$ cat src/rtl/clk_mgmt_pkg.sv
// clk_mgmt_pkg
// Shared types and defaults for the clock-management area: the period
// meter state encoding and the default divider/meter configuration
// constants that the divider's configuration logic also references.
package clk_mgmt_pkg;

  typedef enum logic [1:0] {
    IDLE       = 2'd0,
    WAIT_FIRST = 2'd1,
    MEASURE    = 2'd2
  } pm_state_t;

  localparam int PM_WIDTH          = 32;
  localparam int PM_LOCK_COUNT     = 3;
  localparam int PM_TIMEOUT_CYCLES = 1024;

endpackage

$ cat src/rtl/period_meter.sv
// period_meter
// Recovers the division ratio N from a one-in-N strobe by counting CLK
// cycles between sampled PULSE_IN events. Flags LOCKED after LOCK_COUNT
// consecutive identical periods and a sticky TIMEOUT when the strobe stalls.
//
// Ports:
//   CLK       in   clock, all logic on posedge
//   RESET     in   asynchronous active-low reset
//   ENABLE    in   synchronous measurement enable
//   PULSE_IN  in   synchronous strobe, each high cycle is one event
//   PERIOD    out  last measured event-to-event distance (WIDTH bits)
//   VALID     out  one-cycle pulse when PERIOD updates
//   LOCKED    out  LOCK_COUNT consecutive equal periods seen
//   TIMEOUT   out  sticky, no event for TIMEOUT_CYCLES
//
// state      | meaning
// IDLE       | disabled, counters and flags cleared, PERIOD holds
// WAIT_FIRST | enabled, waiting for the event that opens a measurement
// MEASURE    | counting cycles since the last event
module period_meter
  import clk_mgmt_pkg::*;
#(
  parameter int WIDTH          = PM_WIDTH,
  parameter int LOCK_COUNT     = PM_LOCK_COUNT,
  parameter int TIMEOUT_CYCLES = PM_TIMEOUT_CYCLES
) (
  input  logic             CLK,
  input  logic             RESET,
  input  logic             ENABLE,
  input  logic             PULSE_IN,
  output logic [WIDTH-1:0] PERIOD,
  output logic             VALID,
  output logic             LOCKED,
  output logic             TIMEOUT
);

  localparam int MW = $clog2(LOCK_COUNT + 1);
  localparam logic [WIDTH-1:0] TO_LIMIT = WIDTH'(TIMEOUT_CYCLES);
  localparam logic [MW-1:0]    LC_LIMIT = MW'(LOCK_COUNT);

  pm_state_t        state, state_nxt;
  logic [WIDTH-1:0] cnt, cnt_nxt;
  logic [WIDTH-1:0] period_nxt;
  logic             valid_nxt, locked_nxt, timeout_nxt;
  logic [MW-1:0]    match_cnt, match_nxt;
  // Set while the current measurement is the first since WAIT_FIRST; the
  // held PERIOD is then stale and must not count as a match.
  logic             first_meas, first_nxt;

  always_ff @(posedge CLK or negedge RESET) begin
    if (!RESET) begin
      state      <= IDLE;
      cnt        <= '0;
      PERIOD     <= '0;
      VALID      <= 1'b0;
      LOCKED     <= 1'b0;
      TIMEOUT    <= 1'b0;
      match_cnt  <= '0;
      first_meas <= 1'b0;
    end else begin
      state      <= state_nxt;
      cnt        <= cnt_nxt;
      PERIOD     <= period_nxt;
      VALID      <= valid_nxt;
      LOCKED     <= locked_nxt;
      TIMEOUT    <= timeout_nxt;
      match_cnt  <= match_nxt;
      first_meas <= first_nxt;
    end
  end

  always_comb begin
    state_nxt   = state;
    cnt_nxt     = cnt;
    period_nxt  = PERIOD;
    valid_nxt   = 1'b0;
    locked_nxt  = LOCKED;
    timeout_nxt = TIMEOUT;
    match_nxt   = match_cnt;
    first_nxt   = first_meas;

    if (!ENABLE) begin
      // Disable overrides everything, including a same-cycle event.
      state_nxt   = IDLE;
      cnt_nxt     = '0;
      locked_nxt  = 1'b0;
      timeout_nxt = 1'b0;
      match_nxt   = '0;
      first_nxt   = 1'b0;
    end else begin
      case (state)
        IDLE: begin
          state_nxt = WAIT_FIRST;
        end
        WAIT_FIRST: begin
          if (PULSE_IN) begin
            cnt_nxt   = WIDTH'(1);
            first_nxt = 1'b1;
            state_nxt = MEASURE;
          end
        end
        MEASURE: begin
          // An event on the timeout cycle wins over the timeout.
          if (PULSE_IN) begin
            period_nxt  = cnt;
            valid_nxt   = 1'b1;
            cnt_nxt     = WIDTH'(1);
            timeout_nxt = 1'b0;
            first_nxt   = 1'b0;
            if (!first_meas && (cnt == PERIOD)) begin
              match_nxt = (match_cnt == LC_LIMIT) ? match_cnt : match_cnt + 1'b1;
            end else begin
              match_nxt = MW'(1);
            end
            locked_nxt = (match_nxt == LC_LIMIT);
          end else if (cnt == TO_LIMIT) begin
            timeout_nxt = 1'b1;
            locked_nxt  = 1'b0;
            match_nxt   = '0;
            cnt_nxt     = '0;
            state_nxt   = WAIT_FIRST;
          end else begin
            cnt_nxt = cnt + WIDTH'(1);
          end
        end
        default: begin
          state_nxt = IDLE;
        end
      endcase
    end
  end

endmodule

$ cat config.mk
export PLATFORM = sky130hd
export DESIGN_NAME = period_meter
export DESIGN_NICKNAME = d
export VERILOG_FILES = /design/src/rtl/clk_mgmt_pkg.sv /design/src/rtl/period_meter.sv
export SDC_FILE = /design/constraint.sdc
export NUM_CORES = 1
export LEC_CHECK = 0
export ABC_AREA = 1
export BUFFER_PORTS_ARGS = -buffer_cell sky130_fd_sc_hd__buf_2
export CAP_MARGIN = 20
export CORE_AREA = 2 2 97 99
export DETAILED_ROUTE_END_ITERATION = 16
export DIE_AREA = 0 0 99 101
export PLACE_DENSITY = 0.67
export SLEW_MARGIN = 20
export SYNTH_ARGS = -nofsm -noshare
export SYNTH_HDL_FRONTEND = slang
export SYNTH_SLANG_ARGS = --single-unit
$ cat constraint.sdc
create_clock -name CLK -period 3.9 [get_ports CLK]
set_input_delay 0.195 -clock CLK [delete_from_list [all_inputs] [get_ports CLK]]
set_output_delay 0.195 -clock CLK [all_outputs]
set_load 0.01 [all_outputs]
==> flow_metrics.env <==
export IMPL_cts_made_buffers=9
export IMPL_critical_path_required_ps=4170
export IMPL_end_kind="flop"
export IMPL_drt_wl_total_um=10600
export IMPL_firstDrtPassIters=5
export IMPL_start_util=0.484
export IMPL_cp_max_fo=63
export IMPL_final_net_count=645
export IMPL_hpwl_um=7770
export IMPL_p_leak_nw=2.24
export IMPL_final_common_cell="nand2_1"
export IMPL_diodes=0
export IMPL_violations="hold timing"
export IMPL_relSlewSlack=0.358
export IMPL_r2r_end="match_cnt[1]$_DFFE_PN0P_"
export IMPL_place_congestion=0.883
export IMPL_tritoncts="yes"
export IMPL_drc=0
export IMPL_ir_drop_v=0.000228
export IMPL_cap_viol_max_count=0
export IMPL_grt_max_degree=73
export IMPL_place_inst=739
export IMPL_setup_viol=0
export IMPL_rsz0062_at_grt="no"
export IMPL_dieArea_um2=10000
export IMPL_ys_types=32
export IMPL_wire_per_inst_um=14.0
export IMPL_io_pins=39
export IMPL_pre_cts_slack_ps=1800
export IMPL_yosys_warnings=0
export IMPL_worst_ep_arrival_time_ps=2390
export IMPL_clock_latency_ps=350
export IMPL_nFillCells=888
export IMPL_fin_hold_ws_ps=-36.2
export IMPL_syn_num_nets=613
export IMPL_drive_above_1_share=0.152
export IMPL_hold_viol_final=23
export IMPL_cts_sinks=72
export IMPL_hold_class="in -> async"
export IMPL_finalSetupTns_ps=0
export IMPL_grt_overflow=0
export IMPL_finalNonFillerCells=755
export IMPL_critical_path_class="reg -> reg"
export IMPL_antenna_found_initial=0
export IMPL_hold_buffers=0
export IMPL_row_count=35
export IMPL_cts_buffer_depth=2
export IMPL_tightest_slew_ps=960
export IMPL_synth_area_um2=4350
export IMPL_core_area_um2=8980
export IMPL_clock_skew_ps=12.7
export IMPL_multiInputGateArea_um2=2140
export IMPL_synth_compound_area_frac=0.0716
export IMPL_grt_pass1_wl_um=17500
export IMPL_synthMuxAreaShare=0
export IMPL_port_buffers=38
export IMPL_clk_pin_slew_ps=80
export IMPL_area_growth_pct=8.89
export IMPL_die_width_um=99
export IMPL_fin_ws_ps=1790
export IMPL_mostFrequentLayoutCells="nand2_1, nor2_1, dfrtp_1"
export IMPL_drv_slew=0
export IMPL_ys_seq_elements=72
export IMPL_num_vias=3868
export IMPL_grt_pass1_vias=3560
export IMPL_die_h_um=101
export IMPL_cp_start_kind="flop"
export IMPL_grt_total_usage=0.222
export IMPL_yosysSeqAreaShare=0.414
export IMPL_cts_setup_buffers=0
export IMPL_run_status="complete, but fails checks"
export IMPL_syn_inst=607
export IMPL_reg2reg_from="state[0]$_DFFE_PN0P_"
export IMPL_power_density_nw_per_um2=349
export IMPL_synth_simple_area_share=0.364
export IMPL_regArea_um2=1800
export IMPL_reg2regPathDepth=7
export IMPL_synth_top_family_by_area="simple AND/OR/NAND/NOR gates"
export IMPL_synth_xor_area_share=0.0503
export IMPL_rrSetupSlack_ps=1790
export IMPL_drt_iter0_markers=200
export IMPL_synthAdderAreaFrac=0.00575
export IMPL_ctsRootBufferMaster="clkbuf_8"
export IMPL_clock_fmax_mhz=473
export IMPL_antenna_left=0
export IMPL_syn_avg_cell_area_um2=7.17
export IMPL_vias_per_cell=5.12
export IMPL_final_period_utilization=0.542
export IMPL_period_needed_ps=2110
export IMPL_post_cts_resized=0
export IMPL_htreeDepth=3
-- synth_stat cells --
cell | count | area [um2]
or2_2 | 1 | 6.26
nor3_1 | 8 | 40.0
xnor2_1 | 4 | 35.0
o21ai_1 | 2 | 10.0
nor4_1 | 1 | 6.26
nand3_1 | 42 | 210
nand3b_1 | 1 | 7.51
ha_1 | 2 | 25.0
clkbuf_2 | 3 | 15.0
nor2_8 | 1 | 20.0
nor2_1 | 74 | 278
buf_12 | 1 | 20.0
inv_1 | 70 | 263
dfrtp_1 | 72 | 1800
nor2_2 | 18 | 113
nand2_2 | 3 | 18.8
o22ai_1 | 2 | 12.5
inv_2 | 7 | 26.3
nand2_4 | 1 | 11.3
clkbuf_1 | 7 | 26.3
xor2_1 | 21 | 184
buf_4 | 2 | 15.0
a21oi_1 | 4 | 20.0
buf_6 | 4 | 45.0
a22oi_1 | 1 | 7.51
a31oi_1 | 1 | 6.26
o21ai_0 | 51 | 255
nor3_2 | 4 | 40.0
nand3_2 | 5 | 50.1
nand2_1 | 181 | 679
nor2_4 | 4 | 45.0
nand4_1 | 9 | 56.3
-- kinds of logic after synthesis --
group | Yosys count
simple gates | 353
buf+inv | 94
flops | 72
compound gates | 61
xor+xnor | 25
fa+ha+maj | 2
-- power by group --
| group | total, mW | internal [mW] | switching [mW] |
|---|---|---|---|
| Combinational | 0.280 | 0.0958 | 0.185 |
| Clock | 0.537 | 0.246 | 0.291 |
| Sequential | 0.837 | 0.792 | 0.0450 |
-- flip-flops by register name, indices dropped and copies added, names as in the netlist --
name / count
TIMEOUT: 1
PERIOD: 32
cnt: 32
LOCKED: 1
first_meas: 1
match_cnt: 2
VALID: 1
state: 2
-- cell type report --
type                       count  area share
clock buffer                  11      0.0299
clock inverter                 5     0.00687
inverter                      77      0.0610
multi-input combinational    441       0.452
sequential                    72       0.380
tap                          111      0.0293
timing repair buffer          38      0.0407
-- worst max-delay path: stages (launching register included) --
cell and delay, ps:
dfrtp_1 380, inv_1 70, nand2_1 110, nor2_1 230, nand2_2 590, inv_1 360, o21ai_0 130, o21ai_0 160
-- metal layers --
metal / track usage / routed length, um
met1: 0.323 / 5320
met2: 0.340 / 4640
met5: 0 / 0
met4: 0.0717 / 168
met3: 0.0361 / 440
-- through the flow --
step                       util  power, mW  area, um2
after floorplan               -       1.04       4350
after global placement    0.508       1.13       4560
after detailed placement  0.508       1.14       4560
after CTS                 0.528       1.67       4740
after global routing      0.528       1.74       4740
final                     0.528       1.66       4740
-- worst max-delay path by stage --
stage	startpoint	to	slack [ps]
global placement	state[0]$_DFFE_PN0P_	match_cnt[1]$_DFFE_PN0P_	1930
global route	state[0]$_DFFE_PN0P_	match_cnt[1]$_DFFE_PN0P_	1560
finish	state[0]$_DFFE_PN0P_	match_cnt[1]$_DFFE_PN0P_	1790
CTS	state[0]$_DFFE_PN0P_	match_cnt[1]$_DFFE_PN0P_	1780
floorplan	cnt[0]$_DFFE_PN0P_	cnt[13]$_DFFE_PN0P_	2260
detailed placement	state[0]$_DFFE_PN0P_	match_cnt[1]$_DFFE_PN0P_	1800
No activity file was read; power rests on OpenSTA's default activity.
